File: src/rtl/digitally_controlled_oscillator.sv
// Digitally controlled oscillator for the ADPLL.
// Square-wave output whose half-period is a fixed-point count {N,F} of fpga_clk_i
// cycles. A fractional accumulator dithers each half-period between N and N+1.
// New control words are double-buffered and commit only at a rising edge.
// Optional feature macro: DCO_PHASE_STEP_EN adds a signed one-shot adjust of the
// next LOW half-period (ports phase_step_i / step_valid_i).
//
// state | meaning
// IDLE  | stopped, output 0, fractional accumulator cleared
// HIGH  | output 1, down-counter running for the current half-period
// LOW   | output 0, down-counter running; at terminal count rise again or stop
module digitally_controlled_oscillator #(
    parameter int               WIDTH           = 20,
    parameter int               FRAC_BITS       = 8,
    parameter int               MIN_HALF_PERIOD = 2,
    parameter logic [WIDTH-1:0] RESET_WORD      = 20'h00A00
`ifdef DCO_PHASE_STEP_EN
    ,parameter int              PSTEP_WIDTH     = 8
`endif
) (
    input  logic                          fpga_clk_i,
    input  logic                          reset_i,
    input  logic                          enable_i,
    input  logic [WIDTH-1:0]              ctrl_word_i,
    input  logic                          load_i,
`ifdef DCO_PHASE_STEP_EN
    input  logic signed [PSTEP_WIDTH-1:0] phase_step_i,
    input  logic                          step_valid_i,
`endif
    output logic                          generated_o,
    output logic                          rise_pulse_o,
    output logic                          update_ack_o
);

    localparam int NW = WIDTH - FRAC_BITS;
`ifdef DCO_PHASE_STEP_EN
    localparam int CW = ((NW > PSTEP_WIDTH) ? NW : PSTEP_WIDTH) + 2;
`else
    localparam int CW = NW + 2;
`endif

    typedef enum logic [1:0] {
        IDLE = 2'd0,
        HIGH = 2'd1,
        LOW  = 2'd2
    } state_t;

    state_t               state_q, state_d;
    logic [CW-1:0]        cnt_q, cnt_d;
    logic [FRAC_BITS-1:0] frac_acc_q, frac_acc_d;
    logic [WIDTH-1:0]     active_q, active_d;
    logic [WIDTH-1:0]     pending_q, pending_d;
    logic                 upd_flag_q, upd_flag_d;
    logic                 gen_q, gen_d;
    logic                 rise_q, rise_d;
    logic                 ack_q, ack_d;
`ifdef DCO_PHASE_STEP_EN
    logic signed [PSTEP_WIDTH-1:0] step_q, step_d;
    logic                          step_pend_q, step_pend_d;
`endif

    logic                 half_done;
    logic                 start_high;
    logic                 start_low;
    logic                 commit;
    logic [WIDTH-1:0]     word_sel;
    logic [NW-1:0]        n_eff;
    logic [FRAC_BITS-1:0] f_eff;
    logic [FRAC_BITS:0]   frac_sum;
    int                   half_len;
    logic [CW-1:0]        cnt_load;

    // A rising edge may start from IDLE or from the end of LOW; either one commits a flagged word.
    assign half_done  = (cnt_q == '0);
    assign start_high = enable_i && ((state_q == IDLE) || ((state_q == LOW) && half_done));
    assign start_low  = (state_q == HIGH) && half_done;
    assign commit     = start_high && upd_flag_q;

    // Length of the half-period about to start, from the word that will be active during it.
    always_comb begin
        word_sel = commit ? pending_q : active_q;
        n_eff    = word_sel[WIDTH-1:FRAC_BITS];
        f_eff    = word_sel[FRAC_BITS-1:0];
        if (n_eff < NW'(MIN_HALF_PERIOD)) begin
            n_eff = NW'(MIN_HALF_PERIOD);
            f_eff = '0;
        end
        frac_sum = {1'b0, frac_acc_q} + {1'b0, f_eff};
        half_len = int'(n_eff) + int'(frac_sum[FRAC_BITS]);
`ifdef DCO_PHASE_STEP_EN
        if (start_low && step_pend_q) begin
            half_len = half_len + int'(step_q);
        end
`endif
        if (half_len < MIN_HALF_PERIOD) begin
            half_len = MIN_HALF_PERIOD;
        end
        cnt_load = CW'(half_len - 1);
    end

    // Next-state, down-counter and output flops of the oscillator FSM.
    always_comb begin
        state_d    = state_q;
        cnt_d      = cnt_q;
        frac_acc_d = frac_acc_q;
        active_d   = active_q;
        gen_d      = gen_q;
        rise_d     = 1'b0;
        ack_d      = 1'b0;
        if (start_high) begin
            state_d    = HIGH;
            gen_d      = 1'b1;
            rise_d     = 1'b1;
            cnt_d      = cnt_load;
            frac_acc_d = frac_sum[FRAC_BITS-1:0];
            if (commit) begin
                active_d = pending_q;
                ack_d    = 1'b1;
            end
        end else begin
            case (state_q)
                HIGH: begin
                    if (start_low) begin
                        state_d    = LOW;
                        gen_d      = 1'b0;
                        cnt_d      = cnt_load;
                        frac_acc_d = frac_sum[FRAC_BITS-1:0];
                    end else begin
                        cnt_d = cnt_q - CW'(1);
                    end
                end
                LOW: begin
                    if (half_done) begin
                        state_d    = IDLE;
                        gen_d      = 1'b0;
                        frac_acc_d = '0;
                    end else begin
                        cnt_d = cnt_q - CW'(1);
                    end
                end
                default: begin
                    state_d = IDLE;
                    gen_d   = 1'b0;
                end
            endcase
        end
    end

    // Pending word: last load wins; a load coinciding with a commit stays flagged for the next edge.
    always_comb begin
        pending_d  = pending_q;
        upd_flag_d = upd_flag_q;
        if (load_i) begin
            pending_d  = ctrl_word_i;
            upd_flag_d = 1'b1;
        end else if (commit) begin
            upd_flag_d = 1'b0;
        end
    end

`ifdef DCO_PHASE_STEP_EN
    // One-shot phase step: held until the next LOW half-period consumes it.
    always_comb begin
        step_d      = step_q;
        step_pend_d = step_pend_q;
        if (step_valid_i) begin
            step_d      = phase_step_i;
            step_pend_d = 1'b1;
        end else if (start_low) begin
            step_d      = '0;
            step_pend_d = 1'b0;
        end
    end
`endif

    // State register; reset drops the output at once, abandoning any half-period.
    always_ff @(posedge fpga_clk_i or negedge reset_i) begin
        if (!reset_i) begin
            state_q     <= IDLE;
            cnt_q       <= '0;
            frac_acc_q  <= '0;
            active_q    <= RESET_WORD;
            pending_q   <= RESET_WORD;
            upd_flag_q  <= 1'b0;
            gen_q       <= 1'b0;
            rise_q      <= 1'b0;
            ack_q       <= 1'b0;
`ifdef DCO_PHASE_STEP_EN
            step_q      <= '0;
            step_pend_q <= 1'b0;
`endif
        end else begin
            state_q     <= state_d;
            cnt_q       <= cnt_d;
            frac_acc_q  <= frac_acc_d;
            active_q    <= active_d;
            pending_q   <= pending_d;
            upd_flag_q  <= upd_flag_d;
            gen_q       <= gen_d;
            rise_q      <= rise_d;
            ack_q       <= ack_d;
`ifdef DCO_PHASE_STEP_EN
            step_q      <= step_d;
            step_pend_q <= step_pend_d;
`endif
        end
    end

    assign generated_o  = gen_q;
    assign rise_pulse_o = rise_q;
    assign update_ack_o = ack_q;

endmodule

File: config.mk
export PLATFORM = sky130hd
export DESIGN_NAME = digitally_controlled_oscillator
export DESIGN_NICKNAME = d
export VERILOG_FILES = /design/src/rtl/digitally_controlled_oscillator.sv
export SDC_FILE = /design/constraint.sdc
export NUM_CORES = 1
export LEC_CHECK = 0
export CAP_MARGIN = 40
export CORE_ASPECT_RATIO = 0.6
export CORE_MARGIN = 2
export CORE_UTILIZATION = 50
export CTS_CLUSTER_DIAMETER = 150
export DETAILED_ROUTE_END_ITERATION = 7
export DONT_BUFFER_PORTS = 1
export PLACE_DENSITY_LB_ADDON = 0.15
export RECOVER_POWER = 50
export SLEW_MARGIN = 20
export SYNTH_ARGS = -nofsm -noshare
export SYNTH_HDL_FRONTEND = slang
export SYNTH_SLANG_ARGS = --single-unit
File: constraint.sdc
create_clock -name fpga_clk_i -period 6.45 [get_ports fpga_clk_i]
set_input_delay 1.29 -clock fpga_clk_i [delete_from_list [all_inputs] [get_ports fpga_clk_i]]
set_output_delay 1.29 -clock fpga_clk_i [all_outputs]
set_load 0.02 [all_outputs]
# Word-level counts from Yosys, hierarchy flattened
# Index checks and enable logic that the tools add are counted.
# op_classes
order_cmp	2
n_eq_ne	5
mux	25
addsub	4
n_reduce_logical	12
# op_table
operator	count
$mux 14	3
$mux 8	4
$pmux 14 s2	1
$mux 20	1
$pmux 8 s2	1
$logic_not 14->1	1
$sub 14x1->14 const B	1
$sub 14x2->14 const B	1
$add 12x1->13	1
$lt 13x2->1 const B	1
$mux 13	1
$lt 12x2->1 const B	1
$mux 12	1
$add 8x8->9	1
$ne 3x3->1 const B	3
$mux 1	8
$mux 2	3
$logic_and 1x1->1	4
$pmux 2 s2	1
$reduce_and 2->1	2
$reduce_and 3->1	1
$reduce_bool 3->1	1
$eq 2x1->1 const B	1
$eq 2x2->1 const B	1
4 further kinds	4
# word_totals
reg_bits	68
output_inout_bits	3
inputBits	24

# Longest topological paths before layout
# Gate-level depths: netlist of the first run.
# logic_depth
word_depth	16
mapped_depth	38
mapped_depth_nobuf	34

# Worst setup path before layout of the first run
# Ideal clock, no wire load.
# synth_timing
kind	input port to flip-flop
from	in enable_i
to	reg cnt_q[12]
path_stages	34
t_arrival_ns	6.870
path_slack_ns	-0.489
path_cell_list	and3b_1 > clkbuf_8 > nand2_4 > buf_2 > clkbuf_1 > nand2_1 > nand2_1 > nor2b_1 > ha_1 > inv_1 > fa_1 > nor2b_1 > o21ai_0 > nand2b_1 > a21oi_1 > o21bai_1 > a21o_1 > a21o_1 > ha_1 > ha_1 > clkbuf_1 > nand4_1 > o21ai_0 > o22ai_2 > nor2_1 > mux2_4 > and2_4 > buf_6 > a31oi_1 > ha_1 > and2b_1 > nand3_1 > or3b_1 > nand3_1
# synth_via
elab_chain_len	13
elab_cells_between_ends	17
cone_classes	3 x add/sub; 2 x order compare; 1 x eq/ne; 7 x mux; 4 x reduce/logical
# synth_rtl
element	line	source
start, declared	23	input logic enable_i,
$logic_and 1x1->1 (*)	75	assign start_high = enable_i && ((state_q == IDLE) || ((state_q == LOW) && half_done));
$logic_and 1x1->1	77	assign commit = start_high && upd_flag_q;
$mux 20	--	
$lt 12x2->1	84	if (n_eff < NW'(MIN_HALF_PERIOD)) begin
$mux 8	84	
$add 8x8->9	88	frac_sum = {1'b0, frac_acc_q} + {1'b0, f_eff};
$add 12x1->13	89	half_len = int'(n_eff) + int'(frac_sum[FRAC_BITS]);
$lt 13x2->1	95	if (half_len < MIN_HALF_PERIOD) begin
$mux 13	95	
$sub 14x2->14	98	cnt_load = CW'(half_len - 1);
$mux 14	123	if (start_low) begin
$pmux 14 s2	121	case (state_q)
$mux 14	110	if (start_high) begin
end signal, assigned	194	cnt_q <= cnt_d;
end, declared	49	logic [CW-1:0] cnt_q, cnt_d;
# Every way passes the cells marked *; elsewhere a longest branch is shown, timed or not.
# A chain may end at the register's enable or synchronous reset.

# Worst setup path after layout of the first run
# layout_timing
from	reg cnt_q[10]
to	reg cnt_q[12]
# layout_via
elab_chain_len	16
elab_cells_between_ends	23
cone_classes	4 x add/sub; 2 x order compare; 1 x eq/ne; 8 x mux; 8 x reduce/logical
# layout_rtl
element	line	source
$logic_not 14->1	74	assign half_done = (cnt_q == '0);
$logic_and 1x1->1	75	
$logic_or 1x1->1	75	
$logic_and 1x1->1	75	
$logic_and 1x1->1	77	
$mux 20	--	
$lt 12x2->1	84	
$mux 8	84	
$add 8x8->9	88	
$add 12x1->13	89	
$lt 13x2->1	95	
$mux 13	95	
$sub 14x2->14	98	
$mux 14	123	
$pmux 14 s2	121	
$mux 14	110	
# Several ways; a longest one is shown, not always the timed one. The select of a mux whose other input is x is not followed.

==> key figures, run 1 <==
Status
  – Status: complete, no violations

Floorplan
  – Die Y-Extent: 74.3 um
  – Site Rows: 25
  – DIE WIDTH: 121 um
  – Die area: 8990 um2
  – Core footprint: 7910 um2
  – I/O pin count: 27
  – Initial core utilization: 52.0%

Detailed routing
  – Drt wl/cell: 18.6 um
  – Remaining DRCs: 0
  – Vias: 3,582
  – Iteration-0 DRC Markers: 441
  – Pre-antenna DRT Iters: 6
  – Antenna viol nets, final: 0
  – DR vias/cell: 6.06
  – WL final: 11.0 mm

Timing
  – Slew @ Worst Pin: 0.809 ns
  – Tmin final: 6.33 ns
  – Min Hold Slack: 0.476 ns
  – Max-slew violations: 0
  – Unrepaired setup endpoints after global routing: yes
  – Clock skew: 0.00684 ns
  – Final Hold Violating Endpoints: 0
  – Setup violators final: 0
  – Fin worst setup slack: 0.117 ns
  – Worst slew margin: 46.1%
  – Fmax: 0.158 GHz
  – Final period util: 98.2%

Worst setup path
  – Crit Path Category: flip-flop to flip-flop
  – Startpoint Class: flip-flop
  – Reg2reg start: cnt_q[10]
  – Crit path DAT: 6.60 ns
  – CP max-delay cell: or4_4
  – Crit path from: cnt_q[10]
  – CP max FO: 8
  – Worst EP required: 6.72 ns
  – Max stage delay on crit path: 0.57 ns
  – R2R Setup Slk: 0.12 ns
  – Crit. End Element: flip-flop

Placed design
  – DP HPWL: 7.49 mm
  – Port Buffer Count: 0
  – Post-Place Setup Slack: -0.0572 ns
  – Placed Area: 4310 um2
  – Placed cells: 551
  – GPL Wtd Cong: 1.01

Logic synthesis
  – FF+latch count, synth: 67
  – Mapped Avg Cell Area: 9.24 um2
  – Post-synth ARST share: 100%
  – Synth warn: 0
  – Post-Syn Instances: 445
  – Sequential area share after synthesis: 40.9%
  – Most used DFF post-synth: dfrtp_1
  – Post-synthesis cell type count: 72
  – Synthesized net count: 483
  – Post-synth EDFFs: 0
  – Mapped cell area: 4110 um2

Clock network
  – Clk slew on worst S/H paths: 0.06 ns
  – Max clock buf depth: 2
  – # H-tree levels: 3
  – Total CTS buffers: 9
  – CTS root buf: clkbuf_16
  – Clock Latency Late Sink: 0.34 ns
  – CTS tree: built
  – # hold bufs at CTS: 0
  – Clock Sinks: 67

Final layout
  – # nets final: 518
  – Fill cells: 655
  – Fin area: 5010 um2
  – Share of layout cells above drive strength 1: 26.9%
  – Most frequent cells in the layout: nand2_1 (68), dfrtp_1 (63), buf_4 (39)
  – Layout area overhead: 21.7%
  – Most common cell after layout, fill and taps aside: nand2_1
  – Non-filler cells, final: 591
  – Register area: 1680 um2
  – Number of diodes: 0
  – Multi-input logic area: 2500 um2

Global routing
  – Largest net degree at the start of global routing: 68
  – All-layer global routing usage: 25.4%
  – Gr ovfl total: 0
  – Initial antenna violation count: 0
  – Global-route wire length before repair: 17.4 mm
  – Vias in the first global route: 3,356

Job
  – Max cap viols: 0

Power
  – Pwr/cell area: 438 nW/um2
  – LEAKAGE: 2.24 nW
  – Max IR drop VDD: 0.197 mV

Min path
  – Hold_sp: active_q[3]
  – HP Class: flip-flop to flip-flop
-- final cells by class --
| cell class | count | share of cell area, % |
|---|---|---|
| Clock buffer | 9 | 4.50 |
| Timing Repair Buffer | 41 | 6.30 |
| Sequential cell | 67 | 33.6 |
| Multi-Input combinational cell | 344 | 49.9 |
| Clock inverter | 5 | 1.60 |
| Inverter | 17 | 1.42 |
| Tap cell | 108 | 2.70 |
-- path summary, 6_finish.rpt --
path / to / cells after the start
worst min-delay path: active_q[3] / 2
worst max-delay path: cnt_q[12] / 32
max in group asynchronous: active_q[11] / 0
worst max register to register: cnt_q[12] / 32
min in group asynchronous: pending_q[6] / 0
worst min register to register: active_q[3] / 2
-- cell families after synthesis --
kind of cell    count (synthesis)  share of synthesized area (%)
simple gates                  180                           21.8
compound gates                100                           16.8
flops                          67                           40.9
buf+inv                        34                           3.77
mux                            29                           7.88
xor+xnor                       21                           4.47
fa+ha+maj                      14                           4.44
-- per-stage QoR --
step	util [%]	TNS [ns]	power [mW]
6_report	63.3	0	2.19
3_3_place_gp	54.4	0	1.44
5_1_grt	63.3	-0.769	2.33
3_5_place_dp	54.4	-0.0572	1.46
2_1_floorplan	-	0	1.22
4_1_cts	59.1	0	1.99
-- cells in the mapped netlist, drive strengths merged (4+ instances only) --
library cell	n	area [um2]
xnor2	15	131
nand2	71	274
or3	4	26.3
o21ai	33	165
nand3	17	85.1
ha	13	163
nor2b	9	56.3
a31oi	7	43.8
dfstp	4	105
a21oi	20	111
a21o	6	45.0
nand4	8	50.1
dfrtp	63	1580
mux2	21	240
xor2	6	52.6
mux2i	8	83.8
nor3	19	95.1
nor2	22	85.1
clkbuf	10	47.5
buf	7	43.8
nor4	9	62.6
inv	17	63.8
-- state kept, by name, summed over array words and instances (netlist names) --
register,cells
rise_pulse_o,1
upd_flag_q,1
frac_acc_q,8
active_q,20
update_ack_o,1
cnt_q,14
pending_q,20
state_q,2
-- power by group --
part / internal [mW] / total, mW / switching [mW]
clock network: 0.333 / 0.514 / 0.181
registers: 0.545 / 0.665 / 0.120
logic: 0.457 / 1.01 / 0.555
-- repair_timing --
action	CTS	global route
gates resized for setup	5	41
setup buffers	6	19
hold endpoints to repair	0	0
pin swaps	5	25
endpoints found under the setup margin	4	11
-- metal layers --
layer	track usage, %	wire length, um	vias to the layer above	part of all wire, %
li1	-	-	1672	-
met1	38.8	5460	1731	50
met2	33.6	4480	170	41
met3	8.97	981	9	8.9
met4	7.11	81	0	0.74
met5	0	0	-	0
-- critical path: cells and delay by family, from the launching register on --
family | cells | cell delay [ns]
AOI/OAI and AO/OA | 9 | 1.55
adders and majority gates | 5 | 1.10
muxes | 2 | 0.60
and+or+nand+nor | 13 | 2.28
buffers and inverters | 3 | 0.31
DFF | 1 | 0.42
No activity file was read; power rests on OpenSTA's default activity.
==> run 2: changes to the inputs <==
--- a/config.mk
+++ b/config.mk
@@ -12,6 +12,7 @@
 export CTS_CLUSTER_DIAMETER = 150
 export DETAILED_ROUTE_END_ITERATION = 7
 export DONT_BUFFER_PORTS = 1
+export MAX_ROUTING_LAYER = met4
 export PLACE_DENSITY_LB_ADDON = 0.15
 export RECOVER_POWER = 50
 export SLEW_MARGIN = 20
==> run 2 against run 1 <==
Against the previous run:
- cell count decreased by 0.34%
- non-clock buffer count is 4 lower
- setup slack gained 0.059 ns
- sequential power down 0.9%
- first-iteration DRC count shrank 26%
- register-to-register slack better by 0.06 ns
- flip-flop and latch count stayed put
- clock skew increased by 0.00095 ns
- worst hold slack got worse by 0.0045 ns
- die area did not move
- critical path type unchanged
==> key figures, run 2 (synthesis results as in run 1) <==
Status
  – Status: complete, no violations

Power
  – Pwr/cell area: 433 nW/um2
  – LEAKAGE: 2.22 nW
  – Clock power share: 23.5%
  – Gate power share: 45.6%
  – P_sw: 817 uW
  – Max IR drop VDD: 0.207 mV
  – Pint: 1.32 mW
  – Sw Share: 38.3%
  – Sequential share of power: 30.8%

Timing
  – Max-slew violations: 0
  – Final period util: 97.3%
  – Tmin final: 6.27 ns
  – Setup violators final: 0
  – Worst slew margin: 31.3%
  – Slew @ Worst Pin: 1.03 ns
  – Final Hold Violating Endpoints: 0
  – Unrepaired setup endpoints after global routing: yes
  – Fmax: 0.159 GHz
  – Clock skew: 0.00779 ns

Detailed routing
  – Pre-antenna DRT Iters: 7
  – Drt wl/cell: 18.4 um
  – WL final: 10.8 mm
  – DR vias/cell: 5.99
  – Vias: 3,527
  – Iteration-0 DRC Markers: 325
  – Antenna viol nets, final: 0
  – Remaining DRCs: 0

Clock network
  – CTS root buf: clkbuf_16
  – Total CTS buffers: 9
  – Max clock buf depth: 2
  – Clk slew on worst S/H paths: 0.06 ns
  – # H-tree levels: 3
  – # hold bufs at CTS: 0
  – Clock Sinks: 67
  – CTS tree: built
  – Clock Latency Late Sink: 0.33 ns

Final layout
  – Largest registers: active_q (20), pending_q (20), cnt_q (14)
  – Fin area: 4930 um2
  – Layout area overhead: 19.9%
  – Final core utilization: 62.3%
  – Share of layout cells above drive strength 1: 24.9%
  – Most frequent cells in the layout: nand2_1 (69), dfrtp_1 (63), buf_4 (36)
  – # nets final: 514
  – Most common cell after layout, fill and taps aside: nand2_1
  – Number of diodes: 0

Global routing
  – Vias in the first global route: 3,233
  – Largest net degree at the start of global routing: 68
  – Initial antenna violation count: 0
  – Gr ovfl total: 0
  – All-layer global routing usage: 25.9%
  – Global-route wire length before repair: 17.0 mm

Floorplan
  – I/O pin count: 27
  – Site Rows: 25
  – Die area: 8990 um2
  – DIE WIDTH: 121 um
  – Core footprint: 7910 um2
  – Initial core utilization: 52.0%
  – Die Y-Extent: 74.3 um

Placed design
  – GPL Wtd Cong: 0.966
  – Port Buffer Count: 0
  – DP HPWL: 7.65 mm
  – Placed Area: 4320 um2

Min path
  – HP Class: flip-flop to flip-flop

Worst setup path
  – Crit. End Element: flip-flop
  – Startpoint Class: flip-flop
  – Critical path's most frequent cell: ha_4
  – Crit Path Category: flip-flop to flip-flop
  – CP max FO: 6
  – CP max-delay cell: or4b_4
  – Crit path DAT: 6.54 ns
  – Max stage delay on crit path: 0.49 ns
  – Worst EP required: 6.71 ns

Job
  – Max cap viols: 0
-- run 2: cell count changes in the layout (fill, tap and decap cells not counted), moves of 2 or more --
cell        before  now
clkbuf_8         0    3
xnor2_1         12   14
xnor2_2          3    1
buf_4           39   36
clkbuf_1         0    2
nor2_4           4    2
clkinvlp_4       2    0
nor2_2           0    2
-- run 2: cell type report --
| type | instances | area, um2 |
|---|---|---|
| Fill cell | 662 | 2980 |
| Multi-Input combinational cell | 344 | 2460 |
| Sequential cell | 67 | 1680 |
| Timing Repair Buffer | 37 | 282 |
| Clock buffer | 14 | 274 |
| Tap cell | 108 | 135 |
| Inverter | 17 | 68.8 |
| Clock inverter | 2 | 35.0 |
-- run 2: timing repair --
action,4_1_cts,5_1_grt
gates resized for setup,5,31
cloned,0,0
endpoints found under the setup margin,5,10
buffers inserted,4,16
pin swaps,4,24
-- run 2: power by group through the flow --
| stage | Combinational, mW | Clock [mW] | Sequential (mW) |
|---|---|---|---|
| finish | 0.974 | 0.502 | 0.659 |
| floorplan | 0.589 | 0 | 0.626 |
| detailed placement | 0.812 | 0 | 0.660 |
| CTS | 0.827 | 0.511 | 0.654 |
| global placement | 0.801 | 0 | 0.655 |
| global route | 1.07 | 0.530 | 0.676 |
-- run 2: routing by layer --
| metal | vias up | part of all wire [%] | GRT usage [%] | wire length [um] |
|---|---|---|---|---|
| li1 | 1663 | - | - | - |
| met1 | 1695 | 51 | 38.7 | 5520 |
| met3 | 10 | 7.3 | 6.67 | 794 |
| met2 | 159 | 41 | 34.3 | 4420 |
| met4 | 0 | 0.96 | 6.59 | 104 |
| met5 | - | 0 | - | 0 |
-- run 2: path summary, 6_finish.rpt --
check,start,end,slack (ns),cells after the start
max,cnt_q[1],cnt_q[12],0.18,32
min,active_q[0],active_q[0],0.47,2
max reg2reg,cnt_q[1],cnt_q[12],0.18,32
min reg2reg,active_q[0],active_q[0],0.47,2
max in group asynchronous,reset_i,active_q[11],5.61,0
min in group asynchronous,reset_i,active_q[4],0.65,0
-- run 2: through the flow --
stage,power [mW],TNS [ns],setup WS (ns),std cells,hold slack (ns)
6_report,2.14,0,0.176,589,0.471
5_1_grt,2.28,-0.498,-0.153,589,0.502
3_3_place_gp,1.46,0,0.0934,553,0.452
4_1_cts,1.99,0,0.0246,573,0.472
2_1_floorplan,1.22,0,0.00154,445,0.434
3_5_place_dp,1.47,-0.124,-0.101,553,0.459
-- run 2: worst max-delay path, delay by kind of cell, from the launching register on --
kind                     cells  cell delay [ns]
multiplexers                 2             0.60
buffers and inverters        3             0.34
AND/OR/NAND/NOR             13             2.41
AO/OA/AOI/OAI                9             1.48
adder cells (fa/ha/maj)      5             0.98
flip-flops                   1             0.40
==> run 3: changes to the inputs <==
--- a/config.mk
+++ b/config.mk
@@ -8,7 +8,7 @@
 export CAP_MARGIN = 40
 export CORE_ASPECT_RATIO = 0.6
 export CORE_MARGIN = 2
-export CORE_UTILIZATION = 50
+export CORE_UTILIZATION = 58
 export CTS_CLUSTER_DIAMETER = 150
 export DETAILED_ROUTE_END_ITERATION = 7
 export DONT_BUFFER_PORTS = 1
==> run 3 against run 2 <==
Against the previous run:
- the run now ends with negative setup slack left
- setup slack got worse by 0.24 ns
- critical path depth up 2
- worst hold slack hardly changed
- clock power hardly changed
- clock skew decreased by 0.0016 ns
- wire length fell by 2.5%
- total power up 2.2%
- cell count fell by 3.9%
- combinational power increased by 5%
- first-iteration DRC count decreased by 11%
- critical path type unchanged
- critical endpoint unchanged
==> key figures, run 3 (synthesis results as in run 1) <==
Status
  – Status: complete, but fails checks
  – Failing checks: negative setup slack

Timing
  – Fmax: 0.154 GHz
  – Worst slew margin: 50.3%
  – Fin worst setup slack: -0.0602 ns
  – Clock skew: 0.00619 ns
  – Setup TNS Final: -0.0923 ns
  – Setup violators final: 2
  – Max-slew violations: 0
  – Final period util: 101%
  – Tmin final: 6.51 ns
  – Min Hold Slack: 0.471 ns
  – Final Hold Violating Endpoints: 0
  – Slew @ Worst Pin: 0.738 ns
  – Unrepaired setup endpoints after global routing: yes

Placed design
  – DP HPWL: 7.19 mm
  – Port Buffer Count: 0
  – Post-Place Setup Slack: -0.0969 ns
  – GPL Wtd Cong: 0.942
  – Placed Area: 4290 um2

Detailed routing
  – Pre-antenna DRT Iters: 4
  – Vias: 3,545
  – Drt wl/cell: 18.7 um
  – DR vias/cell: 6.26
  – Iteration-0 DRC Markers: 288
  – WL final: 10.6 mm
  – Remaining DRCs: 0
  – Antenna viol nets, final: 0

Job
  – Max cap viols: 0

Clock network
  – Clk slew on worst S/H paths: 0.06 ns
  – # hold bufs at CTS: 0
  – Max clock buf depth: 2
  – Clock Latency Late Sink: 0.34 ns
  – CTS tree: built
  – # H-tree levels: 3
  – Total CTS buffers: 9
  – CTS root buf: clkbuf_16
  – Clock Sinks: 67

Worst setup path
  – Crit path DAT: 6.78 ns
  – Crit. End Element: flip-flop
  – Critical path's most frequent cell: ha_4
  – Max stage delay on crit path: 0.48 ns
  – Crit Path Category: flip-flop to flip-flop
  – Startpoint Class: flip-flop
  – Worst EP required: 6.72 ns
  – CP max FO: 7
  – Worst path bufs/invs: 4
  – CP max-delay cell: or4b_4
  – CP top delay family: simple AND/OR/NAND/NOR gates

Floorplan
  – Site Rows: 23
  – DIE WIDTH: 113 um
  – Die Y-Extent: 69.2 um
  – Core footprint: 6760 um2
  – Initial core utilization: 60.8%
  – Die area: 7800 um2
  – I/O pin count: 27

Final layout
  – Share of layout cells above drive strength 1: 26.7%
  – Most frequent cells in the layout: nand2_1 (68), dfrtp_1 (63), buf_4 (34)
  – Most common cell after layout, fill and taps aside: nand2_1
  – Largest registers: active_q (20), pending_q (20), cnt_q (14)
  – Number of diodes: 0
  – Layout area overhead: 20.5%
  – Fin area: 4960 um2
  – # nets final: 512

Global routing
  – Global-route wire length before repair: 16.5 mm
  – Vias in the first global route: 3,206
  – All-layer global routing usage: 28.0%
  – Initial antenna violation count: 0
  – Gr ovfl total: 0
  – Largest net degree at the start of global routing: 68

Power
  – Max IR drop VDD: 0.300 mV
  – Tot Pwr: 2.18 mW
  – LEAKAGE: 2.23 nW
  – Pwr/cell area: 440 nW/um2

Min path
  – HP Class: flip-flop to flip-flop
-- run 3: changes by cell type in the layout (fill, tap and decap cells not counted), sizes merged --
cell | previous run | this run
a41o | 1 | 2
buf | 37 | 34
clkbuf | 14 | 10
clkinvlp | 0 | 2
inv | 16 | 18
-- run 3: cell type report --
type	instances	area [um2]
Multi-Input combinational cell	345	2540
Fill cell	466	1810
Sequential cell	67	1680
Timing Repair Buffer	34	255
Clock buffer	10	239
Tap cell	87	109
Inverter	17	71.3
Clock inverter	6	63.8
-- run 3: metal layers --
| layer | track usage, % | share of wire (%) |
|---|---|---|
| met1 | 42.8 | 48 |
| met2 | 36.1 | 42 |
| met3 | 9.09 | 9.0 |
| met4 | 5.42 | 0.85 |
| met5 | - | 0 |
-- run 3: what timing repair did --
action	4_1_cts	5_1_grt
gates cloned	0	1
resized for setup	10	39
buffers inserted	1	16
setup endpoints to repair	5	9
pin swaps	4	26
-- run 3: final timing paths --
kind	start	to	slack [ns]	depth (start not counted)
max reg2reg	cnt_q[1]	cnt_q[12]	-0.06	34
max in group asynchronous	reset_i	active_q[11]	5.62	0
min reg2reg	active_q[4]	active_q[4]	0.47	2
min in group asynchronous	reset_i	pending_q[12]	0.64	0
min	active_q[4]	active_q[4]	0.47	2
max	cnt_q[1]	cnt_q[12]	-0.06	34
-- run 3: metrics by stage --
| step | std cells | utilization [%] |
|---|---|---|
| 2_1_floorplan | 445 | - |
| 3_3_place_gp | 531 | 63.4 |
| 3_5_place_dp | 531 | 63.4 |
| 4_1_cts | 548 | 68.7 |
| 5_1_grt | 566 | 73.3 |
| 6_report | 566 | 73.3 |
-- run 3: power by group --
group	leakage [nW]	internal, mW	switching (mW)
clock network	0.145	0.309	0.191
logic	1.26	0.463	0.557
registers	0.828	0.545	0.117
total	2.23	1.32	0.865
-- run 3: tightest hold or removal path, stage by stage (launching register included) --
cell	delay, ns
dfrtp_1	0.32
nand2_1	0.04
nand2_1	0.07
